==> src/rtl/load_store_unit_pkg.sv <==
// Shared types and constants for the load/store unit: RV32I funct3 codes,
// opcodes, FSM state encoding and a load-extension helper.
package load_store_unit_pkg;

  localparam int WIDTH  = 32;
  localparam int NUM_BE = WIDTH / 8;

  localparam logic [2:0] F3_LB  = 3'b000;
  localparam logic [2:0] F3_LH  = 3'b001;
  localparam logic [2:0] F3_LW  = 3'b010;
  localparam logic [2:0] F3_LBU = 3'b100;
  localparam logic [2:0] F3_LHU = 3'b101;
  localparam logic [2:0] F3_SB  = 3'b000;
  localparam logic [2:0] F3_SH  = 3'b001;
  localparam logic [2:0] F3_SW  = 3'b010;

  localparam logic [6:0] OP_LOAD  = 7'b0000011;
  localparam logic [6:0] OP_STORE = 7'b0100011;

  typedef enum logic [2:0] {IDLE, REQ, WAIT, RESP, ERR} lsu_state_t;

  function automatic logic [WIDTH-1:0] extend(input logic [15:0] val,
                                              input logic is_half,
                                              input logic is_signed);
    if (is_half)
      extend = is_signed ? {{16{val[15]}}, val} : {16'b0, val};
    else
      extend = is_signed ? {{24{val[7]}}, val[7:0]} : {24'b0, val[7:0]};
  endfunction

endpackage

==> src/rtl/load_store_unit_if.sv <==
// Word-oriented data-memory bus between the load/store unit (master) and memory (slave).
interface load_store_unit_if import load_store_unit_pkg::*; ();

  logic              req_valid;
  logic              req_ready;
  logic              we;
  logic [WIDTH-1:0]  addr;
  logic [WIDTH-1:0]  wdata;
  logic [NUM_BE-1:0] be;
  logic              rsp_valid;
  logic [WIDTH-1:0]  rdata;

  modport master (output req_valid, we, addr, wdata, be,
                  input  req_ready, rsp_valid, rdata);
  modport slave  (input  req_valid, we, addr, wdata, be,
                  output req_ready, rsp_valid, rdata);

endinterface

==> src/rtl/load_store_unit_align.sv <==
// Combinational lane logic: legality/alignment check and store steering for the
// incoming request, extraction and extension for the latched load.
module lsu_align import load_store_unit_pkg::*; (
  input  logic              is_store,
  input  logic [2:0]        funct3,
  input  logic [1:0]        addr_lo,
  input  logic [WIDTH-1:0]  wdata,
  output logic              access_ok,
  output logic [WIDTH-1:0]  st_wdata,
  output logic [NUM_BE-1:0] st_be,
  input  logic [2:0]        ld_funct3,
  input  logic [1:0]        ld_addr_lo,
  input  logic [WIDTH-1:0]  rdata,
  output logic [WIDTH-1:0]  ld_data
);

  logic [7:0]  ld_byte;
  logic [15:0] ld_half;

  // Store codes share encodings with LB/LH/LW; only the unsigned loads are load-only.
  always_comb begin
    access_ok = 1'b0;
    case (funct3)
      F3_LB:   access_ok = 1'b1;
      F3_LH:   access_ok = ~addr_lo[0];
      F3_LW:   access_ok = (addr_lo == 2'b00);
      F3_LBU:  access_ok = ~is_store;
      F3_LHU:  access_ok = ~is_store & ~addr_lo[0];
      default: access_ok = 1'b0;
    endcase
  end

  always_comb begin
    st_be    = '1;
    st_wdata = wdata;
    if (is_store) begin
      case (funct3)
        F3_SB: begin
          st_be    = 4'b0001 << addr_lo;
          st_wdata = {4{wdata[7:0]}};
        end
        F3_SH: begin
          st_be    = addr_lo[1] ? 4'b1100 : 4'b0011;
          st_wdata = {2{wdata[15:0]}};
        end
        default: begin
          st_be    = '1;
          st_wdata = wdata;
        end
      endcase
    end
  end

  always_comb begin
    ld_byte = rdata[7:0];
    case (ld_addr_lo)
      2'd1:    ld_byte = rdata[15:8];
      2'd2:    ld_byte = rdata[23:16];
      2'd3:    ld_byte = rdata[31:24];
      default: ld_byte = rdata[7:0];
    endcase
    ld_half = ld_addr_lo[1] ? rdata[31:16] : rdata[15:0];

    case (ld_funct3)
      F3_LB:   ld_data = extend({8'b0, ld_byte}, 1'b0, 1'b1);
      F3_LBU:  ld_data = extend({8'b0, ld_byte}, 1'b0, 1'b0);
      F3_LH:   ld_data = extend(ld_half, 1'b1, 1'b1);
      F3_LHU:  ld_data = extend(ld_half, 1'b1, 1'b0);
      default: ld_data = rdata;
    endcase
  end

endmodule

==> src/rtl/load_store_unit.sv <==
// Load/store unit: one outstanding access on a handshaked word bus, stalling the
// core until completion and reporting illegal or misaligned accesses as faults.
module load_store_unit import load_store_unit_pkg::*; (
  input  logic              clk,
  input  logic              rst,
  input  logic              req_valid,
  input  logic              req_is_store,
  input  logic [2:0]        req_funct3,
  input  logic [WIDTH-1:0]  req_addr,
  input  logic [WIDTH-1:0]  req_wdata,
  output logic              stall,
  output logic              rsp_valid,
  output logic [WIDTH-1:0]  rsp_rdata,
  output logic              fault,
  load_store_unit_if.master bus
);

  lsu_state_t        state_q, state_d;
  logic [WIDTH-1:0]  addr_q, addr_d;
  logic [WIDTH-1:0]  wdata_q, wdata_d;
  logic [NUM_BE-1:0] be_q, be_d;
  logic [2:0]        funct3_q, funct3_d;
  logic [1:0]        addr_lo_q, addr_lo_d;
  logic              is_store_q, is_store_d;
  logic [WIDTH-1:0]  rdata_q, rdata_d;

  logic              access_ok;
  logic [WIDTH-1:0]  st_wdata;
  logic [NUM_BE-1:0] st_be;
  logic [WIDTH-1:0]  ld_data;

  lsu_align u_align (
    .is_store   (req_is_store),
    .funct3     (req_funct3),
    .addr_lo    (req_addr[1:0]),
    .wdata      (req_wdata),
    .access_ok  (access_ok),
    .st_wdata   (st_wdata),
    .st_be      (st_be),
    .ld_funct3  (funct3_q),
    .ld_addr_lo (addr_lo_q),
    .rdata      (bus.rdata),
    .ld_data    (ld_data)
  );

  always_ff @(posedge clk) begin
    if (rst) begin
      state_q    <= IDLE;
      addr_q     <= '0;
      wdata_q    <= '0;
      be_q       <= '0;
      funct3_q   <= '0;
      addr_lo_q  <= '0;
      is_store_q <= 1'b0;
      rdata_q    <= '0;
    end else begin
      state_q    <= state_d;
      addr_q     <= addr_d;
      wdata_q    <= wdata_d;
      be_q       <= be_d;
      funct3_q   <= funct3_d;
      addr_lo_q  <= addr_lo_d;
      is_store_q <= is_store_d;
      rdata_q    <= rdata_d;
    end
  end

  always_comb begin
    state_d    = state_q;
    addr_d     = addr_q;
    wdata_d    = wdata_q;
    be_d       = be_q;
    funct3_d   = funct3_q;
    addr_lo_d  = addr_lo_q;
    is_store_d = is_store_q;
    rdata_d    = rdata_q;

    stall      = 1'b0;
    rsp_valid  = 1'b0;
    fault      = 1'b0;
    rsp_rdata  = '0;

    case (state_q)
      IDLE: begin
        stall = req_valid;
        if (req_valid) begin
          if (access_ok) begin
            addr_d     = {req_addr[WIDTH-1:2], 2'b00};
            wdata_d    = st_wdata;
            be_d       = st_be;
            funct3_d   = req_funct3;
            addr_lo_d  = req_addr[1:0];
            is_store_d = req_is_store;
            state_d    = REQ;
          end else begin
            state_d    = ERR;
          end
        end
      end
      REQ: begin
        stall = 1'b1;
        if (bus.req_ready)
          state_d = WAIT;
      end
      WAIT: begin
        stall = 1'b1;
        if (bus.rsp_valid) begin
          rdata_d = is_store_q ? '0 : ld_data;
          state_d = RESP;
        end
      end
      RESP: begin
        rsp_valid = 1'b1;
        rsp_rdata = rdata_q;
        state_d   = IDLE;
      end
      ERR: begin
        rsp_valid = 1'b1;
        fault     = 1'b1;
        state_d   = IDLE;
      end
      default: state_d = IDLE;
    endcase
  end

  // Bus fields come straight from the latched request so they hold still under backpressure.
  assign bus.req_valid = (state_q == REQ);
  assign bus.we        = (state_q == REQ) & is_store_q;
  assign bus.addr      = addr_q;
  assign bus.wdata     = wdata_q;
  assign bus.be        = be_q;

endmodule
==> src/flat_wrapper.sv <==
// flat-port wrapper written by rule: the top's interface ports become plain ports
module load_store_unit_flat import load_store_unit_pkg::*;
  (clk, rst, req_valid, req_is_store, req_funct3, req_addr, req_wdata, stall, rsp_valid, rsp_rdata, fault, bus_req_valid, bus_we, bus_addr, bus_wdata, bus_be, bus_req_ready, bus_rsp_valid, bus_rdata);
  load_store_unit_if bus_i ();
  input  logic clk;
  input  logic rst;
  input  logic req_valid;
  input  logic req_is_store;
  input  logic [2:0] req_funct3;
  input  logic [WIDTH-1:0] req_addr;
  input  logic [WIDTH-1:0] req_wdata;
  output logic stall;
  output logic rsp_valid;
  output logic [WIDTH-1:0] rsp_rdata;
  output logic fault;
  output wire logic [$bits(bus_i.req_valid)-1:0] bus_req_valid;
  output wire logic [$bits(bus_i.we)-1:0] bus_we;
  output wire logic [$bits(bus_i.addr)-1:0] bus_addr;
  output wire logic [$bits(bus_i.wdata)-1:0] bus_wdata;
  output wire logic [$bits(bus_i.be)-1:0] bus_be;
  input wire logic [$bits(bus_i.req_ready)-1:0] bus_req_ready;
  input wire logic [$bits(bus_i.rsp_valid)-1:0] bus_rsp_valid;
  input wire logic [$bits(bus_i.rdata)-1:0] bus_rdata;
  assign bus_req_valid = bus_i.req_valid;
  assign bus_we = bus_i.we;
  assign bus_addr = bus_i.addr;
  assign bus_wdata = bus_i.wdata;
  assign bus_be = bus_i.be;
  assign bus_i.req_ready = bus_req_ready;
  assign bus_i.rsp_valid = bus_rsp_valid;
  assign bus_i.rdata = bus_rdata;
  load_store_unit u_core (.clk(clk), .rst(rst), .req_valid(req_valid), .req_is_store(req_is_store), .req_funct3(req_funct3), .req_addr(req_addr), .req_wdata(req_wdata), .stall(stall), .rsp_valid(rsp_valid), .rsp_rdata(rsp_rdata), .fault(fault), .bus(bus_i));
endmodule
==> config.mk <==
export PLATFORM = sky130hd
export DESIGN_NAME = load_store_unit_flat
export DESIGN_NICKNAME = d
export VERILOG_FILES = /design/src/rtl/load_store_unit_pkg.sv /design/src/rtl/load_store_unit_if.sv /design/src/rtl/load_store_unit_align.sv /design/src/rtl/load_store_unit.sv /design/src/flat_wrapper.sv
export SDC_FILE = /design/constraint.sdc
export NUM_CORES = 1
export LEC_CHECK = 0
export BUFFER_PORTS_ARGS = -buffer_cell sky130_fd_sc_hd__buf_2
export CAP_MARGIN = 0
export CORE_MARGIN = 5
export CORE_UTILIZATION = 51
export CTS_CLUSTER_SIZE = 40
export DETAILED_ROUTE_END_ITERATION = 8
export HOLD_SLACK_MARGIN = 0.12
export PLACE_DENSITY = 0.78
export SYNTH_ARGS = -nofsm -noshare
export SYNTH_HDL_FRONTEND = slang
export SYNTH_HIERARCHICAL = 1
export SYNTH_SLANG_ARGS = --single-unit
==> constraint.sdc <==
create_clock -name clk -period 2 [get_ports clk]
set_input_delay 0.2 -clock clk [delete_from_list [all_inputs] [get_ports clk]]
set_output_delay 0.2 -clock clk [all_outputs]
set_load 0.05 [all_outputs]
# Yosys cells after proc, flatten, opt, wreduce, memory -nomap -nowiden
# Cells that the tools add are included.
# totals
reg_bits,107
in_bits,105
out_inout_bits,105
# op_classes
eq_ne,17
shifts,1
mux,19
n_bitwise,4
reduce_logical,9
# op_table
operator,n
$pmux 32 s4,1
$mux 32,3
$pmux 32 s2,1
$pmux 8 s3,1
$mux 16,1
$eq 3x3->1 const B,5
$mux 3,4
$eq 3x1->1 const B,3
$eq 3x2->1 const B,3
$logic_not 3->1,3
$pmux 3 s3,1
$mux 4,2
$pmux 4 s2,1
$reduce_and 3->1,2
$pmux 1 s5,1
$eq 2x2->1 const B,2
$ne 2x2->1 const B,2
$reduce_or 2->1,2
$shl 1x2->4 const A,1
$and 1x1->1,2
$eq 2x1->1 const B,1
$logic_not 2->1,1
$mux 1,2
$ne 2x1->1 const B,1
3 further kinds,4

# Depth between registers and ports, before layout
# depth
word_depth,6
ltp_mapped,7
depth_no_buf,5

# Hierarchy
# The synthesis kept the hierarchy.
# by_module_without_submodules
mod,n_inst,cells_per_inst,area_each_um2,seq_area_each_um2
load_store_unit,1,520,4989.8,2142.1
lsu_align,1,164,1191.1,0.0

# Worst setup path before layout
# Ideal clock, no wire load.
# synth_timing
path_kind,reg2out
start,register u_core.state_q[1]
end,output port rsp_valid
t_arrival_ns,2.100
slack_ns,-0.300
path_stages_with_launch,4
path_buffers,1
path_cell_list,dfxtp_1 -> buf_4 -> nor3b_1 -> or2_2
# synth_between
elab_chain_cells,3
# synth_lines
element,line,rtl
"start, declared",load_store_unit.sv:18,"lsu_state_t state_q, state_d;"
"start signal, assigned",load_store_unit.sv:57,state_q <= state_d;
$eq 3x2->1 or $eq 3x3->1 (tied branches),load_store_unit.sv:83,case (state_q)
$reduce_or 2->1 (no source line) *,--,
$mux 1 *,load_store_unit.sv:83,
"end, declared",flat_wrapper.sv:13,output logic rsp_valid;
# Mark *: on every way between the ends. The rest lies on a longest branch, timed or not.

# Worst setup path after layout
# layout_timing
start,register u_core.state_q[2]
end,output port rsp_valid
# The elaborated chain is that of the path after synthesis.

==> run metrics <==
Starting Density=0.5167; post-route DRC violation count=0; slowest stage delay, CP=0.54 ns; area grow syn2layout=25.26%; layout cells sized above 1=0.3160; initial antenna violation count=2; DIE HEIGHT=120.1 um; Sequential Area=2142 um2; Switching Share=0.2864; CTS tree=yes; number of max-cap violations=0; Final Max Tran Viols=0; fin nets=988; row count=40; total power draw=5.298 mW; Leakage=3.307 nW; global route overflow=0; final hold violations=0; Worst-path clk slew=0.08 ns; Ports=210; Via Count=5393; leading cell type in the layout, fill and taps excluded=buf_2; drt wl/cell=15.84 um; footprint of the multi-input gates=3551 um2; TritonCTS Sinks=107; final cell count without fillers=1033; setup TNS after final layout=0 ns; post-synthesis sequential area ratio=0.3466; Max FO, Critical Path=33; Routed Antenna Nets=0; clk_skew=0.008968 ns; n_diodes=0; reg2reg setup slack=0.26 ns; core area=11960 um2; postcts setup bufs=0; largest net degree at the start of global routing=67; critical path's slowest cell=dfxtp_1; CP Capture Type=primary output; DRT Pass-1 Iters=4; internal power=3.781 mW; final WL=16360 um; CTS buffer count=9; P_sw=1.517 mW; ordered list of cells on the worst path=nor2_1 -> buf_12 -> or2_2 -> buf_2; most frequent cells in the layout=206 x buf_2, 144 x nand2b_1, 107 x dfxtp_1, 80 x mux2i_1, 51 x nand2_1; Tmin final=1.917 ns; GRT Overall Usage=0.2195; Power Dens Cells=684.3 nW/um2; Final period util=0.9584; register bit total from synthesis=107; crit path DAT=1.72 ns; Combinational Power Share=0.220; RSZ-0062 raised after global routing=no; vias in the first global route=5269; fill cell count=989; Mapped Cells=684; Crit path max-delay family=flip-flops; GPL Wtd Cong=0.8570; ys flop type=dfxtp_1; Worst Path Required=1.80 ns; CTS max path bufs=2; mapped cell area=6181 um2; Rel. slew slack=0.6053; # setup viols final=0; Post-synth EDFFs=0; sequential share of power=0.428; f_max=521.7 MHz; power share of the clock group=0.351; Yosys warning count=6; Tightest Pin Transition=0.5843 ns; Detailed Place HPWL=11220 um; maximum vdd drop=336.3 uV; placed cells=992; starting DRC count in detailed routing=440; count of different cell masters after synthesis=44; first-pass GRT wire length=26040 um; Clock Latency Late Sink=0.34 ns; Root Buffer=clkbuf_16; CTS H-tree depth=3; Min-Delay Path Class=primary input to register; syn avg cell area=9.036 um2; Die X=120.1 um; CP Launch Type=register; Setup Crit Path Kind=register to primary output; full die area=14420 um2; ys async rst share=0; Via density=5.221; CP bufs+invs=2; port buffer count=207; run status=finished, final reports clean
## kinds of logic after synthesis
family	count (synthesis)	synth area share
AND/OR/NAND/NOR	302	0.2925
flip-flops	107	0.3466
multiplexers	106	0.1779
AO/OA/AOI/OAI	93	0.09737
buffers and inverters	75	0.08502
other	1	0.0006067
## tightest hold or removal path, delay by kind of cell
family,cells,cell delay [ns]
buffers and inverters,1,0.12
AND/OR/NAND/NOR,1,0.06
multiplexers,1,0.06
## area by class of cell
type / count / area share
multi-input cells: 503 / 0.4586
flip-flops and latches: 107 / 0.2767
repair buffers: 259 / 0.1997
clock buffers: 10 / 0.02957
well taps: 147 / 0.02376
clock inverters: 4 / 0.009858
inverters: 3 / 0.001778
## synth_stat cells (2+ instances only)
master	count	area (um2)
and3b_1	2	17.52
or2_2	2	12.51
a21oi_1	41	205.2
buf_1	2	7.510
mux2_2	24	270.3
nor4b_1	7	61.31
nor3b_1	3	22.52
o21ai_0	20	100.1
buf_2	14	70.07
nor2b_1	6	37.54
inv_1	2	7.510
nor3_1	3	15.01
a22o_1	8	70.07
dfxtp_1	107	2142
nand3b_1	32	240.2
buf_4	13	97.59
nand2b_1	144	900.9
and2_1	32	200.2
nand2_1	51	191.4
nor2_1	13	48.80
buf_6	6	67.56
a221o_1	16	160.2
buf_12	8	160.2
mux2i_1	80	800.8
clkbuf_1	29	108.9
## per-stage QoR
stage	cell area [um2]	util	hold WS, ns	setup slack, ns
after CTS	7724	0.6457	0.1201	0.06410
final	7742	0.6473	0.1369	0.08329
after global routing	7742	0.6473	0.1267	0.009701
after detailed placement	7158	0.5984	0.4396	0.06296
after floorplan	6190	-	0.3553	0.1323
after global placement	7158	0.5984	0.4349	0.1609
## registers in the layout, summed over array words and instances, names as in the netlist
register and flops:
u_core/addr_lo_q 2, u_core/bus.addr 30, u_core/bus.be 4, u_core/bus.wdata 32, u_core/funct3_q 3, u_core/is_store_q 1
u_core/rdata_q 32, u_core/state_q 3
## path summary, 6_finish.rpt
kind,from,cells past startpoint,endpoint
worst max register to register,u_core/addr_lo_q[1],5,u_core/rdata_q[11]
worst min-delay path,req_wdata[7],3,u_core/bus.wdata[7]
worst max-delay path,u_core/state_q[2],4,rsp_valid
worst min register to register,u_core/rdata_q[4],2,u_core/rdata_q[4]
## what timing repair did
action | 4_1_cts | 5_1_grt
resized for setup | 0 | 1
setup endpoints to repair | 0 | 6
hold endpoints to repair | 26 | 1
hold buffers | 26 | 1
## metal layers
| metal | vias to the layer above | GRT usage | share of wire |
|---|---|---|---|
| li1 | 2707 | - | - |
| met1 | 2494 | 0.2720 | 0.42 |
| met2 | 174 | 0.3565 | 0.48 |
| met3 | 14 | 0.08388 | 0.091 |
| met4 | 4 | 0.06084 | 0.0090 |
| met5 | - | 0 | 0.0017 |
## power groups by stage
stage	sequential [mW]	combinational, mW	clock [mW]
floorplan	2.55	0.612	0
global placement	2.32	1.10	0
detailed placement	2.32	1.11	0
CTS	2.27	1.16	1.91
global route	2.28	1.25	1.99
finish	2.27	1.17	1.86
No activity file was read; power rests on OpenSTA's default activity.
